File: src/rtl/ps2_key_ctrl.sv
// Pops PS/2 scan-code bytes from the keyboard FIFO, decodes make/break/E0, and tracks the held key and press count.
// One byte per 3 cycles at most; bytes stay in the FIFO until the POP cycle.
module ps2_key_ctrl #(
    parameter int CNT_W         = 8,
    parameter int IGNORE_REPEAT = 1
) (
    input  logic             clk,
    input  logic             reset,
    input  logic             ready,
    input  logic [7:0]       data,
    input  logic             overflow,
    output logic             nextdata_n,
    input  logic             clr,
    output logic [7:0]       key_code,
    output logic             key_ext,
    output logic             key_down,
    output logic [CNT_W-1:0] press_count,
    output logic             press_pulse,
    output logic             rel_pulse,
    output logic             ovf_seen,
    output logic             err_seen
);

    typedef enum logic [1:0] {IDLE, POP, DECODE} state_t;

    state_t           state_q, state_d;
    logic [7:0]       byte_q, byte_d;
    logic             brk_p_q, brk_p_d;
    logic             ext_p_q, ext_p_d;
    logic [7:0]       key_code_q, key_code_d;
    logic             key_ext_q, key_ext_d;
    logic             key_down_q, key_down_d;
    logic [CNT_W-1:0] press_count_q, press_count_d;
    logic             press_pulse_q, press_pulse_d;
    logic             rel_pulse_q, rel_pulse_d;
    logic             ovf_seen_q, ovf_seen_d;
    logic             err_seen_q, err_seen_d;
    logic             same_key;

    // A byte matches the held key only if its extended-prefix state matches too.
    assign same_key = key_down_q && (byte_q == key_code_q) && (ext_p_q == key_ext_q);

    always_comb begin
        state_d       = state_q;
        byte_d        = byte_q;
        brk_p_d       = brk_p_q;
        ext_p_d       = ext_p_q;
        key_code_d    = key_code_q;
        key_ext_d     = key_ext_q;
        key_down_d    = key_down_q;
        press_count_d = press_count_q;
        press_pulse_d = 1'b0;
        rel_pulse_d   = 1'b0;
        ovf_seen_d    = ovf_seen_q | overflow;
        err_seen_d    = err_seen_q;
        nextdata_n    = 1'b1;

        case (state_q)
            IDLE: begin
                if (ready) begin
                    byte_d  = data;
                    state_d = POP;
                end
            end
            POP: begin
                nextdata_n = 1'b0;
                state_d    = DECODE;
            end
            DECODE: begin
                state_d = IDLE;
                if (byte_q == 8'hE0) begin
                    ext_p_d = 1'b1;
                end else if (byte_q == 8'hF0) begin
                    brk_p_d = 1'b1;
                end else if (byte_q == 8'h00 || byte_q == 8'hFF) begin
                    err_seen_d = 1'b1;
                    brk_p_d    = 1'b0;
                    ext_p_d    = 1'b0;
                end else if (brk_p_q) begin
                    if (same_key) begin
                        key_down_d  = 1'b0;
                        rel_pulse_d = 1'b1;
                    end
                    brk_p_d = 1'b0;
                    ext_p_d = 1'b0;
                end else begin
                    if (!(same_key && (IGNORE_REPEAT != 0))) begin
                        key_code_d    = byte_q;
                        key_ext_d     = ext_p_q;
                        key_down_d    = 1'b1;
                        press_count_d = press_count_q + CNT_W'(1);
                        press_pulse_d = 1'b1;
                    end
                    ext_p_d = 1'b0;
                end
            end
            default: state_d = IDLE;
        endcase

        // Clear wins over a same-cycle increment or sticky set.
        if (clr) begin
            press_count_d = '0;
            ovf_seen_d    = 1'b0;
            err_seen_d    = 1'b0;
        end
    end

    always_ff @(posedge clk) begin
        if (reset) begin
            state_q       <= IDLE;
            byte_q        <= '0;
            brk_p_q       <= 1'b0;
            ext_p_q       <= 1'b0;
            key_code_q    <= '0;
            key_ext_q     <= 1'b0;
            key_down_q    <= 1'b0;
            press_count_q <= '0;
            press_pulse_q <= 1'b0;
            rel_pulse_q   <= 1'b0;
            ovf_seen_q    <= 1'b0;
            err_seen_q    <= 1'b0;
        end else begin
            state_q       <= state_d;
            byte_q        <= byte_d;
            brk_p_q       <= brk_p_d;
            ext_p_q       <= ext_p_d;
            key_code_q    <= key_code_d;
            key_ext_q     <= key_ext_d;
            key_down_q    <= key_down_d;
            press_count_q <= press_count_d;
            press_pulse_q <= press_pulse_d;
            rel_pulse_q   <= rel_pulse_d;
            ovf_seen_q    <= ovf_seen_d;
            err_seen_q    <= err_seen_d;
        end
    end

    assign key_code    = key_code_q;
    assign key_ext     = key_ext_q;
    assign key_down    = key_down_q;
    assign press_count = press_count_q;
    assign press_pulse = press_pulse_q;
    assign rel_pulse   = rel_pulse_q;
    assign ovf_seen    = ovf_seen_q;
    assign err_seen    = err_seen_q;

endmodule

File: config.mk
export PLATFORM = sky130hd
export DESIGN_NAME = ps2_key_ctrl
export DESIGN_NICKNAME = d
export VERILOG_FILES = /design/src/rtl/ps2_key_ctrl.sv
export SDC_FILE = /design/constraint.sdc
export NUM_CORES = 1
export LEC_CHECK = 0
export CORE_UTILIZATION = 54
export DETAILED_ROUTE_END_ITERATION = 10
export GPL_TIMING_DRIVEN = 0
export PLACE_DENSITY_LB_ADDON = 0.15
export SETUP_SLACK_MARGIN = 0.1
export SYNTH_ARGS = -nofsm -noshare
export SYNTH_HDL_FRONTEND = slang
export SYNTH_SLANG_ARGS = --single-unit
File: constraint.sdc
create_clock -name clk -period 5.3 [get_ports clk]
set_input_delay 0.795 -clock clk [delete_from_list [all_inputs] [get_ports clk]]
set_output_delay 0.795 -clock clk [all_outputs]
set_load 0.005 [all_outputs]
; Word-level counts from Yosys, hierarchy flattened
; Index checks and enable logic that the tools add are counted.
[totals]
register_bits = 34
inputBits = 13
out_inout_bits = 23
wordCells = 56
[op_classes]
n_addsub = 1
eq_ne = 11
muxes = 11
bitwise_logic = 7
reduce_logical = 14
[op_table]
columns = cell, count
row1 = "== test 8 bit, second input constant", 3
row2 = AND reduction 6 bit, 2
row3 = OR reduction 6 bit, 2
row4 = two-way mux 1 bit, 9
row5 = "adder 8 x 1 -> 8 bit, second input constant", 1
row6 = == test 8 bit, 1
row7 = zero test 8 bit, 1
row8 = "!= test 2 bit, second input constant", 3
row9 = NOT 1 bit, 6
row10 = AND reduction 2 bit, 3
row11 = one-hot mux 2 bit (2 select lines), 1
row12 = AND reduction 4 bit, 1
row13 = "== test 2 x 1 -> 1 bit, second input constant", 1
row14 = "== test 2 bit, second input constant", 1
row15 = logical AND 1 bit, 2
row16 = zero test 2 bit, 1
row17 = two-way mux 2 bit, 1
row18 = "!= test 2 x 1 -> 1 bit, second input constant", 1
row19 = OR reduction 2 bit, 1
row20 = == test 1 bit, 1
row21 = logical OR 1 bit, 1
row22 = OR 1 bit, 1

; Longest topological paths before layout
[logic_depth]
depth_word = 5
depth_mapped = 12
ltp_nobuf = 9

; Worst setup path before layout
; OpenSTA, ideal clock, no wires.
[synth_path]
kind = reg-to-reg
start = register byte_q[3]
end = register press_count_q[1] (netlist: press_count[1])
setup_time_ns = 0.070
t_arrival_ns = 1.879
required_time_ns = 5.230
path_slack_ns = 3.351
stages_incl_launch_ff = 13
path_buffers = 3
synth_period_minus_slack_ns = 1.949
cell_sequence = dfxtp_1 buf_2 xnor2_1 nand4_1 nor3_1 inv_1 ha_1 nand3b_1 a211o_1 buf_6 buf_4 nand3_1 a21oi_1
[synth_between]
elab_chain_cells = 5
elab_cells_between_ends = 13
classes_between = 4 x eq/ne / 4 x bitwise / 5 x reduce/logical
[synth_lines]
columns = element, line
row1 = "start, declared", 27  ; logic [7:0] byte_q, byte_d;
row2 = "start signal, assigned", 124  ; byte_q <= byte_d;
row3 = == test 8 bit, 41  ; assign same_key = key_down_q && (byte_q == key_code_q) && (ext_p_q == key_ext_q);
row4 = logical AND 1 bit (2 in a row), 41
row5 = NOT 1 bit (no source line), --
row6 = AND reduction 6 bit (no source line) (*), --
row7 = "end signal, assigned", 130  ; press_count_q <= press_count_d;
row8 = "end, declared", 33  ; logic [CNT_W-1:0] press_count_q, press_count_d;
; Every way passes the cells marked *; elsewhere a longest branch is shown, timed or not.
; A chain may end at the register's enable or synchronous reset.

; Worst setup path in the final report
[layout_path]
start = register byte_q[3]
end = register key_code_q[5] (netlist: key_code[5])
[layout_between]
elab_chain_cells = 5
elab_cells_between_ends = 13
classes_between = 4 x eq/ne / 4 x bitwise / 5 x reduce/logical
[layout_lines]
columns = element, line
row1 = == test 8 bit, 41
row2 = logical AND 1 bit (2 in a row), 41
row3 = NOT 1 bit (no source line), --
row4 = AND reduction 6 bit (no source line) (*), --
row5 = "end signal, assigned", 127  ; key_code_q <= key_code_d;
row6 = "end, declared", 30  ; logic [7:0] key_code_q, key_code_d;
; Marks and branches as above.

==> impl_metrics.ini <==
[power]
cellPowerDensity_nw_per_um2 = 236
seq_power_share_pct = 54.5
ir_worst_vdd_uv = 193
p_switching_mw = 0.137
total_power_draw_mw = 0.498
cell_internal_pwr_mw = 0.361
p_clk_share_pct = 30.7
total_leakage_power_nw = 0.741
power.combinational.fraction_pct = 14.8
power_switching_share_pct = 27.5

[die]
area_enclosed_by_the_die_boundary_sq_um = 3300
placementRows = 19
coreArea_sq_um = 2830
pin_count = 36
fp.dieW_um = 57.4
dieHeight_um = 57.4
start_util_pct = 58.6

[synth]
synth_async_sr_flop_share_pct = 0
dominant_combinational_cell_family_by_area_after_synthesis = simple AND/OR/NAND/NOR gates
synthSimpleGateAreaFrac_pct = 22.9
synth_adder_area_share_pct = 1.51
synth.mux.area_fraction_pct = 7.32
xor_xnor_share_of_the_synthesized_area_pct = 4.75
synth-edff-count = 0
synth_seq_cells = 34
synth_warnings = 0
top_ff_cell_synth = sky130_fd_sc_hd__dfxtp_1
synth_compound_gate_area_share_pct = 17.2
synth.lib_cells_used.distinct = 40
synthesis.area_sq_um = 1660
syn_nets = 200
synth_seq_area_share_pct = 41.1
synth_cells = 185
syn-mean-instance-area_sq_um = 8.96

[worst_setup_path]
worst_ep_arrival_time_ns = 2.69
worst_path_slowest_cell = sky130_fd_sc_hd__nor3_1
worst_path_dominant_cell_family = simple AND/OR/NAND/NOR gates
critical_path_type = reg2reg
cpPeakStageDelay_ns = 0.40
path_buf_inv = 4
crit_fanout = 10
worst_path_depth = 12
cp_cell_sequence = buf_2, xnor2_1, nand4_1, nor3_1, inv_1, ha_1, nand3b_1, a211o_1, buf_6, buf_4, nand3_1, a21oi_1
worst_setup_path_start_kind = flop
cp_data_required_time_ns = 5.58
reg2regPathDepth = 12
critPathCaptureType = flop

[layout]
commonest_non_fill_non_tap_cell_in_the_layout = sky130_fd_sc_hd__clkdlybuf4s50_1
layout-drive-gt1-share_pct = 9.65
finish.net_count = 242
layout-area-overhead-vs-synth_pct = 27.1
fillers = 225
layout_common_cells = sky130_fd_sc_hd__clkdlybuf4s50_1, sky130_fd_sc_hd__dfxtp_1, sky130_fd_sc_hd__a21oi_1, sky130_fd_sc_hd__nor2_1, sky130_fd_sc_hd__nand3_1
multiInputGateArea_sq_um = 890
area.sequential_sq_um = 681
antenna_diode_count = 0
finish.instance_area_sq_um = 2110
final_util_pct = 74.5
instances_no_fill = 259

[run_status]
failed_checks = design-rule violations
status = finished with violations

[placed_design]
portBuffers = 35
post-dp-hpwl_um = 2760
placement.cell_area_sq_um = 2050
numPlacedInstances = 251
routabilityCongestion = 0.860

[cts]
cts-root-to-sink-buffers = 2
cts_tree = done
cts.root.buffer_cell = sky130_fd_sc_hd__clkbuf_4
cts-hold-fix-buffers = 0
cts_buffers = 5
htreeDepth = 2
clkTransAtPathRegs_ns = 0.10
post_cts_buffers = 0
numClockSinks = 34
worst_skew_pair.late_latency_ns = 0.35
post_cts_resize_count = 0

[sta]
timing.clock.skew_ns = 0.00852
layout_worst_path_cycle_share_pct = 45.5
worst_pin_slew_ns = 0.457
fin_crit_ns = 2.41
maxClockFrequency_mhz = 415
setup_repair_after_global_routing_missed_its_margin = no
setup_total_negative_slack_ns = 0
finish_stage_setup_viols = 0
timing_max_transition_violations_final = 0
maxSlewHeadroom_pct = 69.5
report.final.hold_viol_count = 0

[min_path]
hold_path_depth = 2
min-delay-path-class = reg2reg

[routing]
initialDrtViolationCount = 71
wirelength_um = 3830
drt_drc_violations_left = 2
drt-pass1-iter-count = 7
drtAntennaViolNets = 0
route.detailed.vias_per_inst = 5.87
vias = 1520
post_dr_wirelength_cell_um = 14.8

[global_routing]
global_route.usage.total_pct = 25.7
initial_antenna_violation_count = 0
grt_first_pass_wirelength_um = 6440
first_global_vias = 1422
grt_overflow_total = 0
largest_net_degree_at_the_start_of_global_routing = 11

[job]
drv.max_cap_violation_count = 0
==> worst min-delay path: cells and delay by family (launching register included) <==
| kind | cells | cell delay [ns] |
|---|---|---|
| DFF | 1 | 0.32 |
| and+or+nand+nor | 2 | 0.12 |
==> kinds of logic (layout without fill, tap and decap cells) <==
kind of cell,after synthesis,count (layout)
AO/OA/AOI/OAI,43,43
XOR/XNOR,9,9
adder cells (fa/ha/maj),2,2
buffers and inverters,15,58
flip-flops,34,34
multiplexers,12,12
AND/OR/NAND/NOR,70,70
==> cell type report <==
| cell class | instances | area share [%] |
|---|---|---|
| timing repair buffer | 35 | 16.6 |
| sequential | 34 | 32.3 |
| tap | 31 | 1.84 |
| inverter | 2 | 0.356 |
| clock buffer | 7 | 2.61 |
| multi-input combinational | 136 | 42.2 |
| clock inverter | 1 | 0.238 |
| buffer | 13 | 3.80 |
==> flip-flops by register name, indices dropped and copies added (netlist names) <==
name	count
ext_p_q	1
ovf_seen	1
key_down	1
rel_pulse	1
err_seen	1
state_q	2
key_code	8
press_pulse	1
brk_p_q	1
byte_q	8
key_ext	1
press_count	8
==> routing by layer <==
| metal | part of all wire, % | vias to the layer above | track usage, % | wire length (um) |
|---|---|---|---|---|
| met5 | 0 | - | 0 | 0 |
| met4 | 1.8 | 0 | 12.2 | 70 |
| met3 | 6.3 | 7 | 5.44 | 242 |
| met2 | 47 | 50 | 39.9 | 1780 |
| met1 | 45 | 709 | 34.1 | 1740 |
| li1 | - | 754 | - | - |
==> path summary, 6_finish.rpt <==
path / from / to / slack (ns)
max: byte_q[3] / key_code[5] / 2.89
min: ovf_seen / ovf_seen / 0.48
max reg2reg: byte_q[3] / key_code[5] / 2.89
min reg2reg: ovf_seen / ovf_seen / 0.48
==> stage by stage <==
stage	worst slack [ns]	hold WS (ns)
after floorplan	3.35	0.456
final	2.89	0.477
after global routing	2.67	0.514
after global placement	3.01	0.446
after detailed placement	2.97	0.465
after CTS	2.93	0.482
==> power by group through the flow <==
stage	combinational (mW)	clock (mW)	sequential (mW)
CTS	0.0734	0.154	0.271
finish	0.0736	0.153	0.271
global route	0.0816	0.163	0.272
floorplan	0.0475	0	0.275
global placement	0.0708	0	0.277
detailed placement	0.0729	0	0.277
==> synth_stat cells (all sizes together) (3+ instances only) <==
cell type | instances | area share (%)
nor2 | 17 | 3.8
nand2b | 3 | 1.1
dfxtp | 34 | 41
o21ai | 4 | 1.7
nand3 | 14 | 4.2
or3 | 4 | 1.5
xnor2 | 9 | 4.8
nor2b | 3 | 1.1
clkbuf | 4 | 0.91
nand2 | 10 | 2.3
nor3 | 4 | 1.2
a21oi | 19 | 5.7
nand4 | 4 | 1.5
mux2i | 11 | 6.6
o211ai | 10 | 4.5
buf | 9 | 3.9
(Power assumes the default switching activity.)
